==> config.mk <==
export PLATFORM = sky130hd
export DESIGN_NAME = lv1_lv2_bus_arbiter_flat
export DESIGN_NICKNAME = d
export VERILOG_FILES = /design/src/rtl/lv1_lv2_bus_arbiter_pkg.sv /design/src/rtl/lv1_lv2_bus_arbiter_if.sv /design/src/rtl/lv1_lv2_bus_arbiter_rr_picker_4.sv /design/src/rtl/lv1_lv2_bus_arbiter.sv /design/src/flat_wrapper.sv
export SDC_FILE = /design/constraint.sdc
export NUM_CORES = 1
export LEC_CHECK = 0
export ABC_AREA = 1
export CAP_MARGIN = 20
export CORE_MARGIN = 4
export CORE_UTILIZATION = 40
export DETAILED_ROUTE_END_ITERATION = 6
export GPL_TIMING_DRIVEN = 0
export MAX_ROUTING_LAYER = met4
export SKIP_CTS_REPAIR_TIMING = 1
export SYNTH_ARGS = -nofsm -noshare
export SYNTH_HDL_FRONTEND = slang
export SYNTH_HIERARCHICAL = 1
export SYNTH_SLANG_ARGS = --single-unit
==> constraint.sdc <==
create_clock -name clk -period 3.5 [get_ports clk]
set_input_delay 0.7 -clock clk [delete_from_list [all_inputs] [get_ports clk]]
set_output_delay 0.7 -clock clk [all_outputs]
set_load 0.01 [all_outputs]
==> src/rtl/lv1_lv2_bus_arbiter_pkg.sv <==
// Shared types and constants for the L1-L2 bus arbiter.
package lv1_lv2_arb_pkg;

  localparam int NUM_CORES = 4;
  localparam int CORE_WID  = 2;

  typedef enum logic [1:0] {
    IDLE,
    PROC,
    SNOOP,
    LV2
  } arb_state_e;

  // Caller guarantees one-hot (or zero) input.
  function automatic logic [CORE_WID-1:0] onehot_to_idx(input logic [NUM_CORES-1:0] oh);
    logic [CORE_WID-1:0] idx;
    idx = '0;
    for (int i = 0; i < NUM_CORES; i++) begin
      if (oh[i]) idx = idx | CORE_WID'(i);
    end
    return idx;
  endfunction

endpackage

==> src/rtl/lv1_lv2_bus_arbiter_if.sv <==
// L1-L2 bus handshake bundle: master side is the arbiter, slave side the requesters.
interface lv1_lv2_bus_if;
  import lv1_lv2_arb_pkg::*;

  logic [NUM_CORES-1:0] bus_lv1_lv2_req_proc;
  logic [NUM_CORES-1:0] bus_lv1_lv2_gnt_proc;
  logic [NUM_CORES-1:0] bus_lv1_lv2_req_snoop;
  logic [NUM_CORES-1:0] bus_lv1_lv2_gnt_snoop;
  logic                 bus_lv1_lv2_req_lv2;
  logic                 bus_lv1_lv2_gnt_lv2;
  logic                 bus_busy;
  logic [CORE_WID-1:0]  gnt_owner;
  logic                 arb_timeout;

  modport master (
    input  bus_lv1_lv2_req_proc, bus_lv1_lv2_req_snoop, bus_lv1_lv2_req_lv2,
    output bus_lv1_lv2_gnt_proc, bus_lv1_lv2_gnt_snoop, bus_lv1_lv2_gnt_lv2,
    output bus_busy, gnt_owner, arb_timeout
  );

  modport slave (
    output bus_lv1_lv2_req_proc, bus_lv1_lv2_req_snoop, bus_lv1_lv2_req_lv2,
    input  bus_lv1_lv2_gnt_proc, bus_lv1_lv2_gnt_snoop, bus_lv1_lv2_gnt_lv2,
    input  bus_busy, gnt_owner, arb_timeout
  );

endinterface

==> src/rtl/lv1_lv2_bus_arbiter_rr_picker_4.sv <==
// Combinational 4-way round-robin picker: first unmasked request at or after ptr wins.
module rr_picker_4 (
  input  logic [3:0] req,
  input  logic [3:0] mask,
  input  logic [1:0] ptr,
  output logic [3:0] win,
  output logic       any
);

  logic [3:0] eff;
  logic [3:0] rot;
  logic [1:0] pos;
  logic [1:0] win_idx;

  assign eff = req & ~mask;
  assign any = |eff;

  // rot[0] is the request at the pointer, rot[3] the one searched last.
  genvar gi;
  generate
    for (gi = 0; gi < 4; gi++) begin : g_rot
      assign rot[gi] = eff[ptr + 2'(gi)];
    end
  endgenerate

  always_comb begin
    pos = 2'd0;
    for (int k = 3; k >= 0; k--) begin
      if (rot[k]) pos = 2'(k);
    end
    win_idx = ptr + pos;
    win     = any ? (4'b0001 << win_idx) : 4'b0000;
  end

endmodule

==> src/rtl/lv1_lv2_bus_arbiter.sv <==
// Round-robin arbiter for the shared L1-L2 bus (proc grant, nested snoop / L2 sub-grants).
// Optional watchdog enabled by defining LV1_LV2_ARB_TIMEOUT_EN.
module lv1_lv2_bus_arbiter
  import lv1_lv2_arb_pkg::*;
#(
  parameter int NUM_CORES   = lv1_lv2_arb_pkg::NUM_CORES,
  parameter int CORE_WID    = lv1_lv2_arb_pkg::CORE_WID,
  parameter int TIMEOUT_CYC = 256,
  parameter int CNT_WID     = 8
) (
  input  logic              clk,
  input  logic              rst_n,
  lv1_lv2_bus_if.master     bus
);

  arb_state_e           state_reg, state_next;
  logic [NUM_CORES-1:0] gnt_proc_reg, gnt_proc_next;
  logic [NUM_CORES-1:0] gnt_snoop_reg, gnt_snoop_next;
  logic                 gnt_lv2_reg, gnt_lv2_next;
  logic                 busy_reg, busy_next;
  logic                 timeout_reg, timeout_next;
  logic [CORE_WID-1:0]  owner_reg, owner_next;
  logic [CORE_WID-1:0]  proc_ptr_reg, proc_ptr_next;
  logic [CORE_WID-1:0]  snoop_ptr_reg, snoop_ptr_next;

  logic [NUM_CORES-1:0] proc_win, snoop_win;
  logic                 proc_any, snoop_any;
  logic [CORE_WID-1:0]  proc_idx, snoop_idx;
  logic                 owner_hold, snoop_hold;
  logic                 expire;

  rr_picker_4 u_proc_pick (
    .req  (bus.bus_lv1_lv2_req_proc),
    .mask ('0),
    .ptr  (proc_ptr_reg),
    .win  (proc_win),
    .any  (proc_any)
  );

  // The owner's own snoop request is masked out by its proc grant vector.
  rr_picker_4 u_snoop_pick (
    .req  (bus.bus_lv1_lv2_req_snoop),
    .mask (gnt_proc_reg),
    .ptr  (snoop_ptr_reg),
    .win  (snoop_win),
    .any  (snoop_any)
  );

  assign proc_idx   = onehot_to_idx(proc_win);
  assign snoop_idx  = onehot_to_idx(snoop_win);
  assign owner_hold = bus.bus_lv1_lv2_req_proc[owner_reg];
  assign snoop_hold = |(bus.bus_lv1_lv2_req_snoop & gnt_snoop_reg);

`ifdef LV1_LV2_ARB_TIMEOUT_EN
  logic [CNT_WID-1:0] cnt_reg;

  // Proc grants only issue from IDLE, so clearing in IDLE clears on every grant.
  always_ff @(posedge clk or negedge rst_n) begin
    if (!rst_n) begin
      cnt_reg <= '0;
    end else if (state_reg == IDLE) begin
      cnt_reg <= '0;
    end else begin
      cnt_reg <= cnt_reg + 1'b1;
    end
  end

  assign expire = (state_reg != IDLE) && (cnt_reg == CNT_WID'(TIMEOUT_CYC - 1));
`else
  assign expire = 1'b0;
`endif

  always_comb begin
    state_next     = state_reg;
    gnt_proc_next  = gnt_proc_reg;
    gnt_snoop_next = gnt_snoop_reg;
    gnt_lv2_next   = gnt_lv2_reg;
    owner_next     = owner_reg;
    proc_ptr_next  = proc_ptr_reg;
    snoop_ptr_next = snoop_ptr_reg;
    timeout_next   = 1'b0;

    case (state_reg)
      IDLE: begin
        if (proc_any) begin
          state_next    = PROC;
          gnt_proc_next = proc_win;
          owner_next    = proc_idx;
          proc_ptr_next = proc_idx + 1'b1;
        end
      end
      PROC: begin
        if (!owner_hold) begin
          state_next    = IDLE;
          gnt_proc_next = '0;
        end else if (snoop_any) begin
          state_next     = SNOOP;
          gnt_snoop_next = snoop_win;
          snoop_ptr_next = snoop_idx + 1'b1;
        end else if (bus.bus_lv1_lv2_req_lv2) begin
          state_next   = LV2;
          gnt_lv2_next = 1'b1;
        end
      end
      SNOOP: begin
        if (!snoop_hold) begin
          gnt_snoop_next = '0;
          if (owner_hold) begin
            state_next = PROC;
          end else begin
            state_next    = IDLE;
            gnt_proc_next = '0;
          end
        end
      end
      LV2: begin
        if (!bus.bus_lv1_lv2_req_lv2) begin
          gnt_lv2_next = 1'b0;
          if (owner_hold) begin
            state_next = PROC;
          end else begin
            state_next    = IDLE;
            gnt_proc_next = '0;
          end
        end
      end
      default: begin
        state_next     = IDLE;
        gnt_proc_next  = '0;
        gnt_snoop_next = '0;
        gnt_lv2_next   = 1'b0;
      end
    endcase

    // Watchdog expiry overrides whatever the request drops would have done.
    if (expire) begin
      state_next     = IDLE;
      gnt_proc_next  = '0;
      gnt_snoop_next = '0;
      gnt_lv2_next   = 1'b0;
      timeout_next   = 1'b1;
    end

    busy_next = (state_next != IDLE);
  end

  always_ff @(posedge clk or negedge rst_n) begin
    if (!rst_n) begin
      state_reg     <= IDLE;
      gnt_proc_reg  <= '0;
      gnt_snoop_reg <= '0;
      gnt_lv2_reg   <= 1'b0;
      busy_reg      <= 1'b0;
      timeout_reg   <= 1'b0;
      owner_reg     <= '0;
      proc_ptr_reg  <= '0;
      snoop_ptr_reg <= '0;
    end else begin
      state_reg     <= state_next;
      gnt_proc_reg  <= gnt_proc_next;
      gnt_snoop_reg <= gnt_snoop_next;
      gnt_lv2_reg   <= gnt_lv2_next;
      busy_reg      <= busy_next;
      timeout_reg   <= timeout_next;
      owner_reg     <= owner_next;
      proc_ptr_reg  <= proc_ptr_next;
      snoop_ptr_reg <= snoop_ptr_next;
    end
  end

  assign bus.bus_lv1_lv2_gnt_proc  = gnt_proc_reg;
  assign bus.bus_lv1_lv2_gnt_snoop = gnt_snoop_reg;
  assign bus.bus_lv1_lv2_gnt_lv2   = gnt_lv2_reg;
  assign bus.bus_busy              = busy_reg;
  assign bus.gnt_owner             = owner_reg;
  assign bus.arb_timeout           = timeout_reg;

endmodule

==> src/flat_wrapper.sv <==
// flat-port wrapper written by rule: the top's interface ports become plain ports
module lv1_lv2_bus_arbiter_flat import lv1_lv2_arb_pkg::*;
#(
  parameter int NUM_CORES   = lv1_lv2_arb_pkg::NUM_CORES,
  parameter int CORE_WID    = lv1_lv2_arb_pkg::CORE_WID,
  parameter int TIMEOUT_CYC = 256,
  parameter int CNT_WID     = 8
)
  (clk, rst_n, bus_bus_lv1_lv2_req_proc, bus_bus_lv1_lv2_req_snoop, bus_bus_lv1_lv2_req_lv2, bus_bus_lv1_lv2_gnt_proc, bus_bus_lv1_lv2_gnt_snoop, bus_bus_lv1_lv2_gnt_lv2, bus_bus_busy, bus_gnt_owner, bus_arb_timeout);
  lv1_lv2_bus_if bus_i ();
  input  logic clk;
  input  logic rst_n;
  input wire logic [$bits(bus_i.bus_lv1_lv2_req_proc)-1:0] bus_bus_lv1_lv2_req_proc;
  input wire logic [$bits(bus_i.bus_lv1_lv2_req_snoop)-1:0] bus_bus_lv1_lv2_req_snoop;
  input wire logic [$bits(bus_i.bus_lv1_lv2_req_lv2)-1:0] bus_bus_lv1_lv2_req_lv2;
  output wire logic [$bits(bus_i.bus_lv1_lv2_gnt_proc)-1:0] bus_bus_lv1_lv2_gnt_proc;
  output wire logic [$bits(bus_i.bus_lv1_lv2_gnt_snoop)-1:0] bus_bus_lv1_lv2_gnt_snoop;
  output wire logic [$bits(bus_i.bus_lv1_lv2_gnt_lv2)-1:0] bus_bus_lv1_lv2_gnt_lv2;
  output wire logic [$bits(bus_i.bus_busy)-1:0] bus_bus_busy;
  output wire logic [$bits(bus_i.gnt_owner)-1:0] bus_gnt_owner;
  output wire logic [$bits(bus_i.arb_timeout)-1:0] bus_arb_timeout;
  assign bus_i.bus_lv1_lv2_req_proc = bus_bus_lv1_lv2_req_proc;
  assign bus_i.bus_lv1_lv2_req_snoop = bus_bus_lv1_lv2_req_snoop;
  assign bus_i.bus_lv1_lv2_req_lv2 = bus_bus_lv1_lv2_req_lv2;
  assign bus_bus_lv1_lv2_gnt_proc = bus_i.bus_lv1_lv2_gnt_proc;
  assign bus_bus_lv1_lv2_gnt_snoop = bus_i.bus_lv1_lv2_gnt_snoop;
  assign bus_bus_lv1_lv2_gnt_lv2 = bus_i.bus_lv1_lv2_gnt_lv2;
  assign bus_bus_busy = bus_i.bus_busy;
  assign bus_gnt_owner = bus_i.gnt_owner;
  assign bus_arb_timeout = bus_i.arb_timeout;
  lv1_lv2_bus_arbiter #(.NUM_CORES(NUM_CORES), .CORE_WID(CORE_WID), .TIMEOUT_CYC(TIMEOUT_CYC), .CNT_WID(CNT_WID)) u_core (.clk(clk), .rst_n(rst_n), .bus(bus_i));
endmodule
==> impl_metrics.env, run 1 <==
export IMPL_status="finished, final reports clean"
export IMPL_regToRegEndpoint="u_core/proc_ptr_reg[1]$_DFFE_PN0P_"
export IMPL_grt_setup_unrepaired="false"
export IMPL_synth_compound_area_share_pct=6.486
export IMPL_routed_wl_um=3397
export IMPL_grt_antenna_before_repair=0
export IMPL_reg2reg_slack_ns=1.14
export IMPL_viasPerCell=4.826
export IMPL_final_setup_tns_ns=0
export IMPL_routedWlPerCell_um=10.75
export IMPL_clock_tree_from_tritoncts="yes"
export IMPL_setup_viol=0
export IMPL_cts_buffer_depth=2
export IMPL_fin_crit_sh_pct=78.11
export IMPL_cts_clk_slew_worst_paths_ns=0.07
export IMPL_cp_arrival_ns=2.87
export IMPL_internal_power_mw=0.8532
export IMPL_min_delay_path_class="reg2reg"
export IMPL_cts_root_buffer_cell="sky130_fd_sc_hd__clkbuf_8"
export IMPL_sequentialPowerShare_pct=22.7
export IMPL_wl_met1_um=1747
export IMPL_r2r_worst_path_cells=16
export IMPL_p_switching_mw=0.9437
export IMPL_antenna_cells=0
export IMPL_initial_core_util_pct=41.63
export IMPL_ys_top_cells_by_area="sky130_fd_sc_hd__dfrtp_1, sky130_fd_sc_hd__nand2_1, sky130_fd_sc_hd__nand3_1"
export IMPL_regToRegStartpoint="u_core/proc_ptr_reg[0]$_DFFE_PN0P_"
export IMPL_power_static_leakage_nw=0.9877
export IMPL_wl_met2_um=1453
export IMPL_crit_type="in2reg"
export IMPL_detail_route_drc_violations=0
export IMPL_setup_worst_path_end_class="flop"
export IMPL_tightest_slew_ns=0.8382
export IMPL_critical_path_peak_fanout=4
export IMPL_fp_coreArea_um2=3661
export IMPL_synth_enable_flop_cells=0
export IMPL_synth_yosys_seq_area_share_pct=29.56
export IMPL_max_slew_headroom_pct=43.95
export IMPL_groute_usage_overall_pct=14.80
export IMPL_clk_latency_ns=0.25
export IMPL_hpwl_um=2766
export IMPL_met3_routed_wl_um=186
export IMPL_grt_max_degree=19
export IMPL_synthesis_area_um2=1524
export IMPL_htreeDepth=1
export IMPL_dp_cells=313
export IMPL_synth_cells_most_frequent="sky130_fd_sc_hd__nand2_1, sky130_fd_sc_hd__nand3_1, sky130_fd_sc_hd__inv_1"
export IMPL_cts_buffers_inserted=3
export IMPL_wire_length_of_the_first_global_routing_pass_um=5830
export IMPL_first_global_vias=1355
export IMPL_timing_final_crit_period_ns=2.734
export IMPL_timing_fmax_mhz=365.8
export IMPL_power_combinational_fraction_pct=69.3
export IMPL_yosysTopAreaCellShare_pct=29.56
export IMPL_slew_viol_final=0
export IMPL_timing_critical_path_to="u_core/snoop_ptr_reg[1]$_DFFE_PN0P_"
export IMPL_die_area_um2=4862
export IMPL_warnings_synthesis=6
export IMPL_port_buffers=22
export IMPL_synthXorXnorAreaFrac_pct=1.149
export IMPL_start_kind="input pin"
export IMPL_io_pins=24
export IMPL_highest_signal_layer="met4"
export IMPL_timing_critical_path_required_ns=3.64
export IMPL_gpl_final_weighted_congestion=0.8135
export IMPL_drt_first_pass_iters=4
export IMPL_route_antenna_remaining_nets=0
export IMPL_dieHeight_um=69.73
export IMPL_finalClockSkew_ns=0.005220
export IMPL_finalHoldViolCount=0
export IMPL_clock_power_share_pct=8.0
export IMPL_finish_cell_count_without_fillers=316
export IMPL_ir_drop_v=0.0004267
export IMPL_fin_hold_ws_ns=0.4967
export IMPL_globalRouteOverflowTotal=0
export IMPL_yosysTopAreaCell="sky130_fd_sc_hd__dfrtp_1"
export IMPL_synth_async_reset_ratio_pct=100.0
export IMPL_num_nets_final=283
export IMPL_vias=1525
export IMPL_synth_ff_latch_count=18
export IMPL_postSynthAreaPerCell_um2=6.376
export IMPL_dominant_combinational_cell_family_by_area_after_synthesis="simple AND/OR/NAND/NOR gates"
export IMPL_cts_sink_count=18
export IMPL_post_synth_and_or_nand_nor_area_fraction_pct=53.69
export IMPL_netlist_instances=239
export IMPL_layout_area_overhead_vs_synth_pct=22.09
export IMPL_worstHoldStart="u_core/bus.bus_lv1_lv2_gnt_proc[0]$_DFFE_PN0P_"
export IMPL_post_synth_num_cell_types=27
export IMPL_critical_path_startpoint="bus_bus_lv1_lv2_req_snoop[0]"
export IMPL_switching_share_pct=52.52
export IMPL_post_route_cells_drive_above_1_share_pct=11.94
export IMPL_synth_adder_area_share_pct=1.642
export IMPL_synth_most_common_cell="sky130_fd_sc_hd__nand2_1"
export IMPL_dr_first_iter_drc_count=71
export IMPL_yosys_most_used_dff="sky130_fd_sc_hd__dfrtp_1"
export IMPL_maxCapViolations=0
export IMPL_synthMuxAreaShare_pct=0
export IMPL_fillCellCount=382
export IMPL_chipWidth_um=69.73
export IMPL_fp_row_count=22
export IMPL_pwr_density_cell_nw_per_um2=965.8
## placed cells by master, fill, tap and decap left out
cell and n:
sky130_fd_sc_hd__o21ai_0 3, sky130_fd_sc_hd__nand3_2 4, sky130_fd_sc_hd__o21a_1 1, sky130_fd_sc_hd__nand3b_1 4, sky130_fd_sc_hd__nand4_4 1, sky130_fd_sc_hd__a21oi_2 1, sky130_fd_sc_hd__clkinv_2 1, sky130_fd_sc_hd__inv_1 20
sky130_fd_sc_hd__nor2_4 4, sky130_fd_sc_hd__dfrtp_1 18, sky130_fd_sc_hd__xor2_1 2, sky130_fd_sc_hd__a21oi_1 8, sky130_fd_sc_hd__conb_1 5, sky130_fd_sc_hd__nand2_4 3, sky130_fd_sc_hd__nor2_1 14, sky130_fd_sc_hd__nand2_2 6
sky130_fd_sc_hd__o21ba_1 1, sky130_fd_sc_hd__clkdlybuf4s50_1 22, sky130_fd_sc_hd__clkbuf_8 3, sky130_fd_sc_hd__clkinv_1 1, sky130_fd_sc_hd__inv_2 5, sky130_fd_sc_hd__o21ai_1 1, sky130_fd_sc_hd__nand3_1 31, sky130_fd_sc_hd__nand4_1 2
sky130_fd_sc_hd__nand2_1 99, sky130_fd_sc_hd__buf_4 1, sky130_fd_sc_hd__a31oi_1 2, sky130_fd_sc_hd__nor2_2 3, sky130_fd_sc_hd__ha_1 2
## layout make-up
cell class              count  area (um2)  share of cell area, %
inverters                  27       102.6                  5.514
plain buffers               1       7.507                 0.4035
well taps                  48       60.06                  3.228
flip-flops and latches     18       450.4                  24.21
multi-input cells         197       978.4                  52.59
clock buffers               3       41.29                  2.219
repair buffers             22       220.2                  11.84
## metrics by stage
step / util, % / power, mW / area (um2) / setup slack [ns]
floorplan: - / 1.357 / 1539 / 1.255
global placement: 49.69 / 1.653 / 1819 / 0.5422
detailed placement: 49.69 / 1.662 / 1819 / 0.5022
CTS: 50.82 / 1.816 / 1861 / 0.7622
global route: 50.82 / 2.018 / 1861 / 0.4235
finish: 50.82 / 1.797 / 1861 / 0.7662
## per-layer routing
| layer | global-route usage [%] | vias to the layer above |
|---|---|---|
| met2 | 22.88 | 41 |
| met5 | - | - |
| met1 | 20.53 | 672 |
| met3 | 3.043 | 2 |
| li1 | - | 810 |
| met4 | 2.128 | 0 |
## power groups by stage
stage	Clock (mW)	Combinational, mW	Sequential, mW
3_5_place_dp	0	1.25	0.413
3_3_place_gp	0	1.24	0.412
2_1_floorplan	0	0.948	0.410
6_report	0.143	1.25	0.408
5_1_grt	0.157	1.44	0.424
4_1_cts	0.152	1.25	0.410
## critical path: stages
cell and delay, ns:
sky130_fd_sc_hd__clkdlybuf4s50_1 0.55, sky130_fd_sc_hd__nand3_1 0.14, sky130_fd_sc_hd__nand2_1 0.09, sky130_fd_sc_hd__nand2_1 0.04, sky130_fd_sc_hd__nand2_1 0.09, sky130_fd_sc_hd__a31oi_1 0.05
sky130_fd_sc_hd__nor2_1 0.11, sky130_fd_sc_hd__ha_1 0.17, sky130_fd_sc_hd__xor2_1 0.22, sky130_fd_sc_hd__inv_1 0.06, sky130_fd_sc_hd__nand3_1 0.12, sky130_fd_sc_hd__nand2_1 0.08
sky130_fd_sc_hd__nor2_1 0.19, sky130_fd_sc_hd__a21oi_1 0.09, sky130_fd_sc_hd__o21ai_0 0.08, sky130_fd_sc_hd__o21ai_1 0.09
## kinds of logic (layout without fill, tap and decap cells)
kind of cell / Yosys count / in the layout
adder cells (fa/ha/maj): 2 / 2
buffers and inverters: 28 / 53
XOR/XNOR: 2 / 2
other: 1 / 5
AND/OR/NAND/NOR: 171 / 171
flip-flops: 18 / 18
AO/OA/AOI/OAI: 17 / 17
## worst min-delay path by stage
stage / to / slack (ns) / cells after the start
global placement: u_core/bus.bus_lv1_lv2_gnt_proc[0]$_DFFE_PN0P_ / 0.48 / 2
finish: u_core/bus.bus_lv1_lv2_gnt_proc[0]$_DFFE_PN0P_ / 0.50 / 2
CTS: u_core/bus.bus_lv1_lv2_gnt_proc[0]$_DFFE_PN0P_ / 0.50 / 2
floorplan: u_core/bus.bus_busy$_DFF_PN0_ / 0.40 / 0
global route: u_core/bus.bus_lv1_lv2_gnt_proc[3]$_DFFE_PN0P_ / 0.54 / 2
detailed placement: u_core/bus.bus_lv1_lv2_gnt_proc[0]$_DFFE_PN0P_ / 0.49 / 2
Note: power is estimated with default switching activity, not from simulation.
==> inputs of run 2 (changes only) <==
==> constraint.sdc (replaced) <==
create_clock -name clk -period 2.8 [get_ports clk]
set_input_delay 0.56 -clock clk [delete_from_list [all_inputs] [get_ports clk]]
set_output_delay 0.56 -clock clk [all_outputs]
set_load 0.01 [all_outputs]
==> run 2 against run 1 <==
  * Clock power grew 24%
  * Clock-buffer cell count is the same
  * Combinational power grew 28%
  * Worst hold slack is essentially flat
  * Final cell count is the same
  * Critical endpoint unchanged
  * Wire length grew 0.97%
==> impl_metrics.env, run 2 (synthesis gave the netlist of run 1 again) <==
export IMPL_ir_drop_v=0.0005354
export IMPL_grt_antenna_before_repair=0
export IMPL_pwr_density_cell_nw_per_um2=1213
export IMPL_maxCapViolations=0
export IMPL_fin_crit_sh_pct=91.26
export IMPL_num_nets_final=283
export IMPL_slew_viol_final=0
export IMPL_grt_most_used_layer="met2"
export IMPL_antenna_cells=0
export IMPL_setup_viol=0
export IMPL_gpl_final_weighted_congestion=0.8135
export IMPL_tightest_slew_ns=0.8477
export IMPL_final_setup_tns_ns=0
export IMPL_clock_tree_from_tritoncts="yes"
export IMPL_cts_root_buffer_cell="sky130_fd_sc_hd__clkbuf_8"
export IMPL_fp_row_count=22
export IMPL_grt_max_degree=19
export IMPL_htreeDepth=1
export IMPL_post_route_cells_drive_above_1_share_pct=13.43
export IMPL_detail_route_drc_violations=0
export IMPL_cp_arrival_ns=2.69
export IMPL_io_pins=24
export IMPL_layout_area_overhead_vs_synth_pct=23.65
export IMPL_postLayoutSetupSlackWorst_ns=0.2448
export IMPL_viasPerCell=4.807
export IMPL_preCtsSetupSlack_ns=-0.05779
export IMPL_timing_critical_path_required_ns=2.94
export IMPL_drt_first_pass_iters=5
export IMPL_crit_type="in2reg"
export IMPL_fillCellCount=379
export IMPL_critical_path_peak_fanout=4
export IMPL_fp_coreArea_um2=3661
export IMPL_first_global_vias=1355
export IMPL_grt_util_met1_pct=20.53
export IMPL_min_delay_path_class="reg2reg"
export IMPL_commonest_non_fill_non_tap_cell_in_the_layout="sky130_fd_sc_hd__nand2_1"
export IMPL_routed_wl_um=3430
export IMPL_port_buffers=22
export IMPL_cts_buffers_inserted=3
export IMPL_cts_sink_count=18
export IMPL_route_antenna_remaining_nets=0
export IMPL_timing_fmax_mhz=391.4
export IMPL_dieHeight_um=69.73
export IMPL_chipWidth_um=69.73
export IMPL_die_area_um2=4862
export IMPL_commonest_cells_after_routing_fill_and_taps_aside="sky130_fd_sc_hd__nand2_1, sky130_fd_sc_hd__nand3_1, sky130_fd_sc_hd__clkdlybuf4s50_1, sky130_fd_sc_hd__inv_1, sky130_fd_sc_hd__dfrtp_1"
export IMPL_hpwl_um=2766
export IMPL_dr_first_iter_drc_count=67
export IMPL_start_kind="input pin"
export IMPL_groute_usage_overall_pct=14.80
export IMPL_initial_core_util_pct=41.63
export IMPL_globalRouteOverflowTotal=0
export IMPL_setup_worst_path_end_class="flop"
export IMPL_finalClockSkew_ns=0.006563
export IMPL_cts_clk_slew_worst_paths_ns=0.07
export IMPL_routedWlPerCell_um=10.85
export IMPL_power_static_leakage_nw=1.008
export IMPL_vias=1519
export IMPL_wire_length_of_the_first_global_routing_pass_um=5830
export IMPL_max_slew_headroom_pct=43.31
export IMPL_clk_latency_ns=0.25
export IMPL_cts_buffer_depth=2
export IMPL_finalHoldViolCount=0
export IMPL_grt_setup_unrepaired="false"
export IMPL_final_core_utilization_pct=51.47
export IMPL_grt_use_met3_pct=3.043
export IMPL_timing_final_crit_period_ns=2.555
export IMPL_global_route_track_usage_on_met2_pct=22.88
export IMPL_status="finished, final reports clean"
[run 2: cell types whose count changed in the layout (fill, tap and decap cells not counted)]
cell / delta
sky130_fd_sc_hd__nand3_1: -1
sky130_fd_sc_hd__a21oi_1: -1
sky130_fd_sc_hd__a21oi_2: +1
sky130_fd_sc_hd__dlymetal6s2s_1: +2
sky130_fd_sc_hd__nor2_2: +1
sky130_fd_sc_hd__clkdlybuf4s50_1: -2
sky130_fd_sc_hd__xor2_2: +1
sky130_fd_sc_hd__xor2_1: -1
sky130_fd_sc_hd__nor2_1: -1
sky130_fd_sc_hd__nand3_2: +1
[run 2: final timing paths]
kind	start	to	slack, ns	cells past startpoint
worst max-delay path	bus_bus_lv1_lv2_req_snoop[3]	u_core/snoop_ptr_reg[1]$_DFFE_PN0P_	0.24	14
worst min-delay path	u_core/bus.bus_lv1_lv2_gnt_proc[0]$_DFFE_PN0P_	u_core/bus.bus_lv1_lv2_gnt_proc[0]$_DFFE_PN0P_	0.50	2
worst max register to register	u_core/proc_ptr_reg[0]$_DFFE_PN0P_	u_core/proc_ptr_reg[1]$_DFFE_PN0P_	0.44	16
worst min register to register	u_core/bus.bus_lv1_lv2_gnt_proc[0]$_DFFE_PN0P_	u_core/bus.bus_lv1_lv2_gnt_proc[0]$_DFFE_PN0P_	0.50	2
max in group asynchronous	rst_n	u_core/snoop_ptr_reg[0]$_DFFE_PN0P_	1.48	1
min in group asynchronous	rst_n	u_core/bus.gnt_owner[0]$_DFFE_PN0P_	0.79	1
[run 2: report_power, final]
part           leakage (nW)  internal, mW  switching [mW]
Combinational         0.754         0.618           0.979
Clock                0.0216        0.0955          0.0824
Sequential            0.232         0.368           0.144
[run 2: metrics by stage]
stage	cell area, um2	std cells	hold slack, ns	total power [mW]
after floorplan	1539	243	0.2644	1.697
after global placement	1819	313	0.4830	2.066
after detailed placement	1819	313	0.4860	2.077
after CTS	1861	316	0.5041	2.270
after global routing	1884	316	0.5390	2.560
final	1884	316	0.4967	2.286
[run 2: cell type report]
cell class              instances  area, um2  share of cell area (%)
plain buffers                   1      7.507                  0.3984
clock buffers                   3      41.29                   2.191
inverters                      27      102.6                   5.445
multi-input cells             197      997.2                   52.92
flip-flops and latches         18      450.4                   23.90
well taps                      48      60.06                   3.187
repair buffers                 22      225.2                   11.95
[run 2: critical path: stages]
cell	delay [ns]
sky130_fd_sc_hd__clkdlybuf4s50_1	0.56
sky130_fd_sc_hd__nand3_1	0.13
sky130_fd_sc_hd__nand3_1	0.10
sky130_fd_sc_hd__nand2_1	0.07
sky130_fd_sc_hd__a31oi_1	0.13
sky130_fd_sc_hd__nor2_1	0.07
sky130_fd_sc_hd__ha_1	0.20
sky130_fd_sc_hd__xor2_2	0.16
sky130_fd_sc_hd__inv_1	0.06
sky130_fd_sc_hd__nand3_1	0.13
sky130_fd_sc_hd__a21oi_1	0.29
sky130_fd_sc_hd__a21oi_1	0.06
sky130_fd_sc_hd__o21ai_0	0.08
sky130_fd_sc_hd__o21ai_1	0.09
[run 2: routing by layer]
metal	share of wire (%)	wire [um]
met2	43	1476
met1	52	1797
met3	4.3	146
met4	0.29	10
met5	0	0
